===== src/rtl/fix16_pkg.sv =====
// Shared definitions for the fixed-point unit issuer: op codes, saturation
// limits, issuer FSM states and the op-to-enable decode.
package fix16_pkg;

  localparam logic [1:0] OP_ADD = 2'd0;
  localparam logic [1:0] OP_SUB = 2'd1;
  localparam logic [1:0] OP_MUL = 2'd2;
  localparam logic [1:0] OP_DIV = 2'd3;

  localparam logic [15:0] FIX_MAX = 16'h7FFF;
  localparam logic [15:0] FIX_MIN = 16'h8000;

  typedef enum logic [2:0] {
    ST_IDLE   = 3'd0,
    ST_WAIT   = 3'd1,
    ST_SETTLE = 3'd2,
    ST_DRAIN  = 3'd3,
    ST_RESP   = 3'd4
  } state_t;

  function automatic logic [3:0] op_onehot(input logic [1:0] op);
    return 4'b0001 << op;
  endfunction

endpackage


===== src/rtl/fix16_op_issuer.sv =====
// Issues one request to a fixed-point unit over the en/done handshake and
// returns the captured result (or a saturated/timeout error) as a response.
module fix16_op_issuer
  import fix16_pkg::*;
#(
  parameter int TIMEOUT = 64,
  parameter int CW      = $clog2(TIMEOUT + 1)
) (
  input  logic        clk,
  input  logic        rst,
  input  logic        req_valid,
  output logic        req_ready,
  input  logic [1:0]  req_op,
  input  logic [15:0] req_a,
  input  logic [15:0] req_b,
  output logic        rsp_valid,
  input  logic        rsp_ready,
  output logic [15:0] rsp_data,
  output logic        rsp_err,
  output logic [3:0]  unit_en,
  output logic [15:0] unit_a,
  output logic [15:0] unit_b,
  input  logic [3:0]  unit_done,
  input  logic [63:0] unit_out,
  output state_t      dbg_state
);

  localparam logic [CW-1:0] CNT_LAST = CW'(TIMEOUT - 1);
  localparam logic [CW-1:0] CNT_FULL = CW'(TIMEOUT);

  state_t      state;
  logic [1:0]  op_q;
  logic [CW-1:0] cnt;
  logic        done_sel;
  logic [15:0] out_sel;

  // Valid/ready: a transfer happens on a rising clk edge where both are high;
  // valid never depends on ready, and payload is held stable while valid waits.
  assign req_ready = (state == ST_IDLE) && !rst;
  assign dbg_state = state;
  assign done_sel  = unit_done[op_q];
  assign out_sel   = unit_out[{op_q, 4'b0000} +: 16];

  always_ff @(posedge clk or posedge rst) begin
    if (rst) begin
      state     <= ST_IDLE;
      op_q      <= OP_ADD;
      cnt       <= '0;
      unit_en   <= '0;
      unit_a    <= '0;
      unit_b    <= '0;
      rsp_valid <= 1'b0;
      rsp_data  <= '0;
      rsp_err   <= 1'b0;
    end else begin
      case (state)
        ST_IDLE: begin
          if (req_valid) begin
            op_q    <= req_op;
            unit_a  <= req_a;
            unit_b  <= req_b;
            cnt     <= '0;
            rsp_err <= 1'b0;
            // Divide-by-zero never reaches a unit; answer with a saturated value.
            if (req_op == OP_DIV && req_b == 16'h0000) begin
              rsp_err   <= 1'b1;
              rsp_data  <= req_a[15] ? FIX_MIN : FIX_MAX;
              rsp_valid <= 1'b1;
              state     <= ST_RESP;
            end else begin
              unit_en <= op_onehot(req_op);
              state   <= ST_WAIT;
            end
          end
        end
        ST_WAIT: begin
          if (cnt != CNT_FULL) cnt <= cnt + 1'b1;
          if (done_sel) begin
            state <= ST_SETTLE;
          end else if (cnt >= CNT_LAST) begin
            unit_en  <= '0;
            cnt      <= '0;
            rsp_err  <= 1'b1;
            rsp_data <= '0;
            state    <= ST_DRAIN;
          end
        end
        ST_SETTLE: begin
          // Second done cycle: the unit may have refined its output on the first.
          if (!done_sel) begin
            state <= ST_WAIT;
          end else begin
            rsp_data <= out_sel;
            unit_en  <= '0;
            cnt      <= '0;
            state    <= ST_DRAIN;
          end
        end
        ST_DRAIN: begin
          if (!done_sel) begin
            rsp_valid <= 1'b1;
            state     <= ST_RESP;
          end else if (cnt >= CNT_LAST) begin
            rsp_err   <= 1'b1;
            rsp_data  <= '0;
            rsp_valid <= 1'b1;
            state     <= ST_RESP;
          end else begin
            cnt <= cnt + 1'b1;
          end
        end
        ST_RESP: begin
          if (rsp_ready) begin
            rsp_valid <= 1'b0;
            state     <= ST_IDLE;
          end
        end
        default: state <= ST_IDLE;
      endcase
    end
  end

endmodule


===== config.mk =====
export PLATFORM = sky130hd
export DESIGN_NAME = fix16_op_issuer
export DESIGN_NICKNAME = d
export VERILOG_FILES = /design/src/rtl/fix16_pkg.sv /design/src/rtl/fix16_op_issuer.sv
export SDC_FILE = /design/constraint.sdc
export NUM_CORES = 1
export LEC_CHECK = 0
export CAP_MARGIN = 20
export CORE_ASPECT_RATIO = 0.9
export CORE_MARGIN = 4
export CORE_UTILIZATION = 38
export DETAILED_ROUTE_END_ITERATION = 10
export PLACE_DENSITY_LB_ADDON = 0.3
export SKIP_LAST_GASP = 1
export SLEW_MARGIN = 20
export SYNTH_ARGS = -nofsm -noshare
export SYNTH_HDL_FRONTEND = slang
export SYNTH_SLANG_ARGS = --single-unit
export TNS_END_PERCENT = 1

===== constraint.sdc =====
create_clock -name clk -period 2.22 [get_ports clk]
set_clock_uncertainty 0.1 [all_clocks]
set_input_delay 0.333 -clock clk [delete_from_list [all_inputs] [get_ports clk]]
set_output_delay 0.333 -clock clk [all_outputs]
set_load 0.02 [all_outputs]

==> results.ini, run 1 <==
[run_status]
status=complete, no violations

[logic_synthesis]
synth-async-reset-ratio_pct=100
synth-main-ff-cell=dfrtp_1
yosysMostFrequentCell=nand2_1
synth_area_leader_cell=dfrtp_1
yosysSeqAreaShare_pct=46.0
synth.distinct_cells=47
ys_seq_elements=66
synth_area_leaders=dfrtp_1, nand2_1, mux4_2
syn-num-nets=474
ys_warn_count=0
syn_inst=366
avgSynthCellArea_um2=9.82
synth_edf_count=0
synth_top_area_share_pct=46.0
synth_common_cells=nand2_1, dfrtp_1, inv_1
synthesis.area_um2=3590

[global_routing]
grt_pass1_vias=3623
gr-usage-all-layers_pct=19.9
antenna_found_initial=0
grt_use_met2_pct=32.2
overflow=0
grt_start_max_net_pins=54
grt_use_met3_pct=8.32
top_usage_layer=met2
use_met1_pct=24.4
grt_pass1_wl_um=17900

[routing]
drc_errors=0
route.vias.total=3402
routedWlPerCell_um=15.9
firstDrtPassIters=4
vias_per_cell=5.03
ant_nets=0
wl_um=10800
dr.first_iter.drc_count=140

[finish]
area_growth_pct=58.8
layout.nets=659
final_cells=677
diodes=0
drive_above_1_share_pct=16.0
nFillCells=815
fin_util_pct=62.2

[clock_tree]
cts_tree=yes
cts-root-buf=clkbuf_8
post_cts_buffers=0
cts_sinks=66
hold_buffers=0
path_clk_slew_ps=70
clock_path_buffers=2
cts_made_buffers=9
clk_latency_ps=340
htreeDepth=3

[power_and_ir_drop]
peakVddDrop_mv=0.850
p_leak_uw=0.00255
total_power_uw=7240
p_per_area_nw_per_um2=1270

[timing]
hold_viol=0
whs_ps=222
tightest_slew_ps=485
timing.fmax_ghz=0.459
fin_crit_sh_pct=98.2
finalCriticalPeriod_ps=2180
slew-limit-headroom_pct=67.6
slew_viol_final=0
rsz0062_at_grt=yes
setup_viol=0

[min_path]
hold_path_class=input pin to async pin

[placed_design]
portBuffers=163
gp_congestion=0.865
dp_cells=662
place.detailed.hpwl_um=8260

[die]
dieWidth_um=111
core-area_um2=9170
die_h_um=100
core.rowCount=33
pin_count=164
start_util_pct=39.2
dieArea_um2=11100

[critical_path]
start_kind=flop
crit_family=compound AO/OA/AOI/OAI gates
reg2reg_slack_ps=40
path_class=flop to flop
r2r-start=cnt[1]
required_ps=2340
crit_buf_inv=1
critPathArrivalTime_ps=2300
worst_setup_path_end_kind=flop
reg2reg_depth=7
startpoint=cnt[1]
crit_slowest_cell=dfrtp_1
crit_path_max_incr_delay_ps=450
cp_cell_sequence=ha_1 -> a21oi_1 -> o21ba_2 -> o211ai_2 -> buf_4 -> o21bai_1 -> mux2_2
path_max_fanout=8
r2r-end=cnt[0]

[run]
drv_cap=0

-- how the worst max path moves through the flow --
stage | end | slack, ps | cells past startpoint
3_3_place_gp | rsp_data[5] | -220 | 8
4_1_cts | cnt[0] | 50 | 7
6_report | cnt[0] | 40 | 7
5_1_grt | cnt[0] | -60 | 7
2_1_floorplan | rsp_data[0] | -20 | 7
3_5_place_dp | rsp_data[0] | -250 | 7
-- where the power goes --
part | switching [µW] | total [µW] | internal (µW)
combinational | 2120 | 4310 | 2190
clock | 434 | 831 | 396
sequential | 373 | 2100 | 1720
total | 2930 | 7240 | 4310
-- what timing repair did --
| item | in CTS | in global routing |
|---|---|---|
| endpoints found under the setup margin | 1 | 18 |
| cloned | 0 | 0 |
| gates resized for setup | 3 | 1 |
-- stage by stage --
stage          setup TNS [ps]  area, µm²  worst slack [ps]
2_1_floorplan            -178       3590             -17.8
3_3_place_gp            -4450       5550              -222
3_5_place_dp            -5310       5550              -255
4_1_cts                     0       5700              54.0
5_1_grt                  -151       5710             -58.1
6_report                    0       5710              39.5
-- layer usage --
layer  share of wire [%]  vias up
met5                   0        -
met4                 1.8        0
met3                 9.5       16
met2                  48      140
met1                  41     1617
li1                    -     1629
-- cell type report --
cell class	instances	area, µm²	area share, %
flip-flops and latches	66	1650	29.0
clock buffers	12	135	2.37
well taps	122	153	2.68
repair buffers	192	1890	33.0
clock inverters	3	17.5	0.307
multi-input cells	258	1770	31.0
inverters	24	90.1	1.58
-- registers in the layout (all words and copies together), names as in the netlist --
register	cells
cnt	7
dbg_state	3
op_q	2
rsp_data	16
rsp_err	1
rsp_valid	1
unit_a	16
unit_b	16
unit_en	4
-- worst reg2reg max path, delay by kind of cell (launching register included) --
family	cells	cell delay, ps
AO/OA/AOI/OAI	4	810
adder cells (fa/ha/maj)	1	240
buffers and inverters	1	200
flip-flops	1	450
multiplexers	1	270
-- layout by cell type (no fill, tap or decap), types with 4 or more instances in the layout --
| master | count |
|---|---|
| mux2_2 | 10 |
| a31oi_1 | 4 |
| inv_1 | 23 |
| dfrtp_1 | 64 |
| clkdlybuf4s50_1 | 162 |
| nand2_1 | 116 |
| buf_4 | 26 |
| and2_1 | 5 |
| a21oi_1 | 7 |
| o21ai_0 | 19 |
| mux2_4 | 10 |
| nor3_1 | 4 |
| clkbuf_8 | 9 |
| mux4_2 | 17 |
| nor2_1 | 16 |
-- cells by family after synthesis --
kind of cell | after synthesis | share of synthesized area [%]
compound gates | 53 | 10.5
simple gates | 164 | 19.5
fa+ha+maj | 2 | 0.696
mux | 39 | 18.5
flops | 66 | 46.0
buf+inv | 42 | 4.87
No activity file was read; power rests on OpenSTA's default activity.
==> run 2: changes to the inputs <==
--- a/config.mk
+++ b/config.mk
@@ -11,6 +11,7 @@
 export CORE_UTILIZATION = 38
 export DETAILED_ROUTE_END_ITERATION = 10
 export PLACE_DENSITY_LB_ADDON = 0.3
+export SETUP_SLACK_MARGIN = 0.1
 export SKIP_LAST_GASP = 1
 export SLEW_MARGIN = 20
 export SYNTH_ARGS = -nofsm -noshare
==> results.ini, run 2 (same netlist as run 1, synthesis figures left out) <==
[run_status]
status=complete, no violations

[die]
dieWidth_um=111
die_h_um=100
core.rowCount=33
dieArea_um2=11100
start_util_pct=39.2
core-area_um2=9170
pin_count=164

[timing]
rsz0062_at_grt=yes
finalCriticalPeriod_ps=2130
fin_crit_sh_pct=96.1
whs_ps=222
slew-limit-headroom_pct=67.8
setup_viol=0
tightest_slew_ps=482
timing.fmax_ghz=0.469
slew_viol_final=0
hold_viol=0

[power_and_ir_drop]
p_leak_uw=0.00256
p_switching_uw=2940
internal-power_uw=4330
total_power_uw=7270
p_seq_share_pct=28.9
p_per_area_nw_per_um2=1270
peakVddDrop_mv=0.853
clockPowerShare_pct=11.4
switching_share_pct=40.5
pwr-share-comb_pct=59.6

[clock_tree]
cts_made_buffers=9
cts_sinks=66
htreeDepth=3
clock_path_buffers=2
hold_buffers=0
path_clk_slew_ps=70
clk_latency_ps=340
cts-root-buf=clkbuf_8
post_cts_buffers=0
cts_tree=yes

[placed_design]
place_area_um2=5550
portBuffers=163
place.detailed.hpwl_um=8260
dp_cells=662
gp_congestion=0.865

[min_path]
hold_path_class=input pin to async pin

[critical_path]
path_max_fanout=16
start_kind=flop
required_ps=2340
path_class=flop to flop
critPathArrivalTime_ps=2250
worst_setup_path_end_kind=flop

[global_routing]
overflow=0
gr-usage-all-layers_pct=19.9
grt_start_max_net_pins=54
antenna_found_initial=0
grt_pass1_wl_um=17900
grt_pass1_vias=3623

[routing]
routedWlPerCell_um=15.9
wl_um=10800
firstDrtPassIters=5
vias_per_cell=5.01
route.vias.total=3394
ant_nets=0
drc_errors=0
dr.first_iter.drc_count=174

[finish]
top_regs=rsp_data: 16 flops, unit_a: 16 flops, unit_b: 16 flops
final_area_um2=5730
layout_common_cells=clkdlybuf4s50_1, nand2_1, dfrtp_1
drive_above_1_share_pct=16.6
multi_input_area_um2=1790
layout.nets=659
layout_commonest_cell=clkdlybuf4s50_1
seq_area_um2=1660
final_cells=677
area_growth_pct=59.4
nFillCells=809
diodes=0

[run]
drv_cap=0

-- run 2: cell type report --
class	count	area share, %
Clock buffer	12	2.36
Clock inverter	3	0.306
Inverter	24	1.57
Multi-Input combinational cell	258	31.3
Sequential cell	66	28.9
Tap cell	122	2.66
Timing Repair Buffer	192	32.9
-- run 2: what timing repair did --
| action | 4_1_cts | 5_1_grt |
|---|---|---|
| gates resized for setup | 3 | 7 |
| pin swaps | 0 | 0 |
| hold endpoints to repair | 0 | 0 |
| endpoints found under the setup margin | 19 | 23 |
-- run 2: critical path, cell delays in order, from the launching register on --
cell and delay (ps):
dfrtp_1 370, mux4_2 590, and2_4 190, o21ai_4 140, o2111ai_4 130, buf_12 190, mux2_4 290
-- run 2: power groups by stage --
stage | Combinational (µW) | Clock (µW) | Sequential, µW
after global placement | 4230 | 0 | 2080
after global routing | 4710 | 922 | 2180
final | 4330 | 830 | 2100
after detailed placement | 4340 | 0 | 2100
after floorplan | 2040 | 0 | 2570
after CTS | 4350 | 867 | 2100
-- run 2: metal layers --
layer / routed length (µm) / up-vias / GRT usage (%)
met5: 0 / - / 0
met4: 178 / 0 / 6.34
met3: 1010 / 17 / 8.32
met2: 5120 / 141 / 32.2
met1: 4470 / 1609 / 24.4
li1: - / 1627 / -
-- run 2: through the flow --
| step | TNS (ps) | util (%) | setup WS (ps) |
|---|---|---|---|
| CTS | 0 | 62.2 | 54.0 |
| global placement | -4450 | 60.5 | -222 |
| finish | 0 | 62.5 | 87.2 |
| detailed placement | -5310 | 60.5 | -255 |
| floorplan | -178 | - | -17.8 |
| global route | 0 | 62.5 | 24.3 |
-- run 2: final timing paths --
path	endpoint	start	slack, ps	cells after the start
max reg2reg	rsp_data[5]	op_q[0]	90	6
max in group asynchronous	cnt[4]	rst	1190	3
min reg2reg	unit_a[6]	unit_a[6]	380	2
min	unit_a[0]	rst	220	2
max	rsp_data[5]	op_q[0]	90	6
min in group clk	unit_a[6]	unit_a[6]	380	2
==> RTL edit: new RTL, flow settings as in run 1 <==
Set the parameter `TIMEOUT` to 32 (it was 64).
--- a/src/rtl/fix16_op_issuer.sv
+++ b/src/rtl/fix16_op_issuer.sv
@@ -5,3 +5,3 @@
 #(
-  parameter int TIMEOUT = 64,
+  parameter int TIMEOUT = 32,
   parameter int CW      = $clog2(TIMEOUT + 1)
Behaviour: same outputs for any inputs over 4 cycles, from zero or initial values and one cycle with rst high; that may be too few to reach the edited logic, so the function may still have changed.
==> RTL edit against run 1 <==
Sequential cell count is 1 lower; routed wire length shrank 2.3%; power is 9.5% higher; first-iteration DRC count increased by 30%; worst setup slack worse by 0.20 ns; largest power group unchanged; the flow now finishes with violations (setup timing); highest routed layer unchanged; fmax down 8.6%; cell area shrank 1.3%; worst hold slack gained 0.092 ns; global-route usage fell by 0.064 points; synthesized cell count shrank 23%; core utilization grew 2.3 points; area after synthesis shrank 3.9%.
==> RTL edit: results (changes against run 1) <==
stage;metric;value;unit;change
yosys;syn_nets;388;;-18%
yosys;Synth Warn #;0;;unchanged
critical_path;crit-path max FO;16;;+8
layout;fin nets;578;;-12%
timing;PnR worst setup slack;-0.1649;ns;-0.2044 ns
placed_design;pre-CTS WS;-0.4434;ns;-0.1886 ns
timing;final setup violation count;25;;+25
grt;first-pass GRT wire length;16590;um;-7.1%
timing;relative slew slack;0.7313;;+0.05503
timing;Worst Hold Slack;0.3134;ns;+0.09178 ns
yosys;Seq/Total Area, Yosys;0.4710;;+0.01140
clocking;H-tree levels;3;;unchanged
power_and_ir_drop;worst vdd ir;0.6697;mV;-21%
floorplanning;Core ar.;8728;sq um;-4.8%
timing;setup TNS;-2.705;ns;-2.705 ns
yosys;top cells by count, synth;65 x dfrtp_1, 42 x mux2_2, 25 x o21ai_0, 23 x inv_1, 17 x mux4_2;;
critical_path;crit path DAT;2.51;ns;+0.21 ns
routing;via/cell ratio;5.071;;+0.91%
layout;# diodes;0;;unchanged
power_and_ir_drop;LEAKAGE;2.360;nW;-7.6%
min_path;class of the worst hold path;in2async;;
routing;First DRT Iteration DRCs;182;;+30%
yosys;top post-synthesis cells by area;dfrtp_1 47%, mux2_2 14%, mux4_2 11%;;
grt;vias in the first global route;3296;;-9.0%
grt;GRT Overall Usage;0.1984;;-0.0006378
yosys;Avg Inst Size Synth;12.33;sq um;+26%
layout;fraction of layout cells with a size suffix above 1;0.2632;;+0.1028
grt;largest net degree at the start of global routing;66;;+22%
outcome;status;finished, violations left;;
placed_design;hpwl dp;8135;um;-1.5%
yosys;ys async rst share;1.000;;unchanged
routing;DRT Wirelength;10520;um;-2.3%
clocking;hold buffers post-CTS;0;;unchanged
placed_design;Area after DPL;5424;sq um;-2.2%
yosys;Synth cell types;43;;-8.5%
placed_design;RePlAce Congestion;0.8526;;-1.4%
outcome;failing checks;setup timing;;
routing;Wirelength per Cell;17.72;um;+11%
## RTL edit: layout make-up
type                    count  area (sq um)
clock inverters             5         41.29
multi-input cells         177          1688
well taps                 119         148.9
flip-flops and latches     65          1627
inverters                  23         86.33
clock buffers              11         141.4
fillers                   723          3094
repair buffers            194          1902
## RTL edit: timing repair
item	4_1_cts	5_1_grt
buffers inserted	1	2
resized for setup	0	2
pin swaps	1	1
setup endpoints to repair	25	27
## RTL edit: layer usage
layer,vias to the layer above,share of wire,track usage
met5,-,0,0
met4,0,0.014,0.05243
met3,9,0.076,0.06287
met2,104,0.50,0.3354
met1,1488,0.41,0.2456
li1,1411,-,-
## RTL edit: worst max-delay path: stages, from the launching register on
cell      delay (ns)
dfrtp_1         0.42
mux4_2          0.55
or3_4           0.35
a31oi_4         0.22
o221ai_4        0.13
buf_12          0.18
mux2_1          0.31
## RTL edit: power breakdown
part	internal, mW	switching (mW)
Sequential	1.76	0.368
Combinational	2.61	2.27
Clock	0.442	0.481
## RTL edit: cell families (layout without fill, tap and decap cells)
kind of cell	count (synthesis)	in the layout	synth area share
AOI/OAI and AO/OA	51	51	0.09493
adders and majority gates	2	2	0.007245
buffers and inverters	38	233	0.04710
DFF	65	65	0.4710
muxes	72	72	0.3011
and+or+nand+nor	52	52	0.07863
## RTL edit: worst paths after layout
check	startpoint	endpoint	depth (start not counted)
worst max-delay path	op_q[0]	rsp_data[13]	6
worst min-delay path	rst	dbg_state[1]	3
worst max register to register	op_q[0]	rsp_data[13]	6
worst min register to register	rsp_data[9]	rsp_data[9]	1
max in group asynchronous	rst	unit_a[5]	3
min in group clk	rsp_data[9]	rsp_data[9]	1
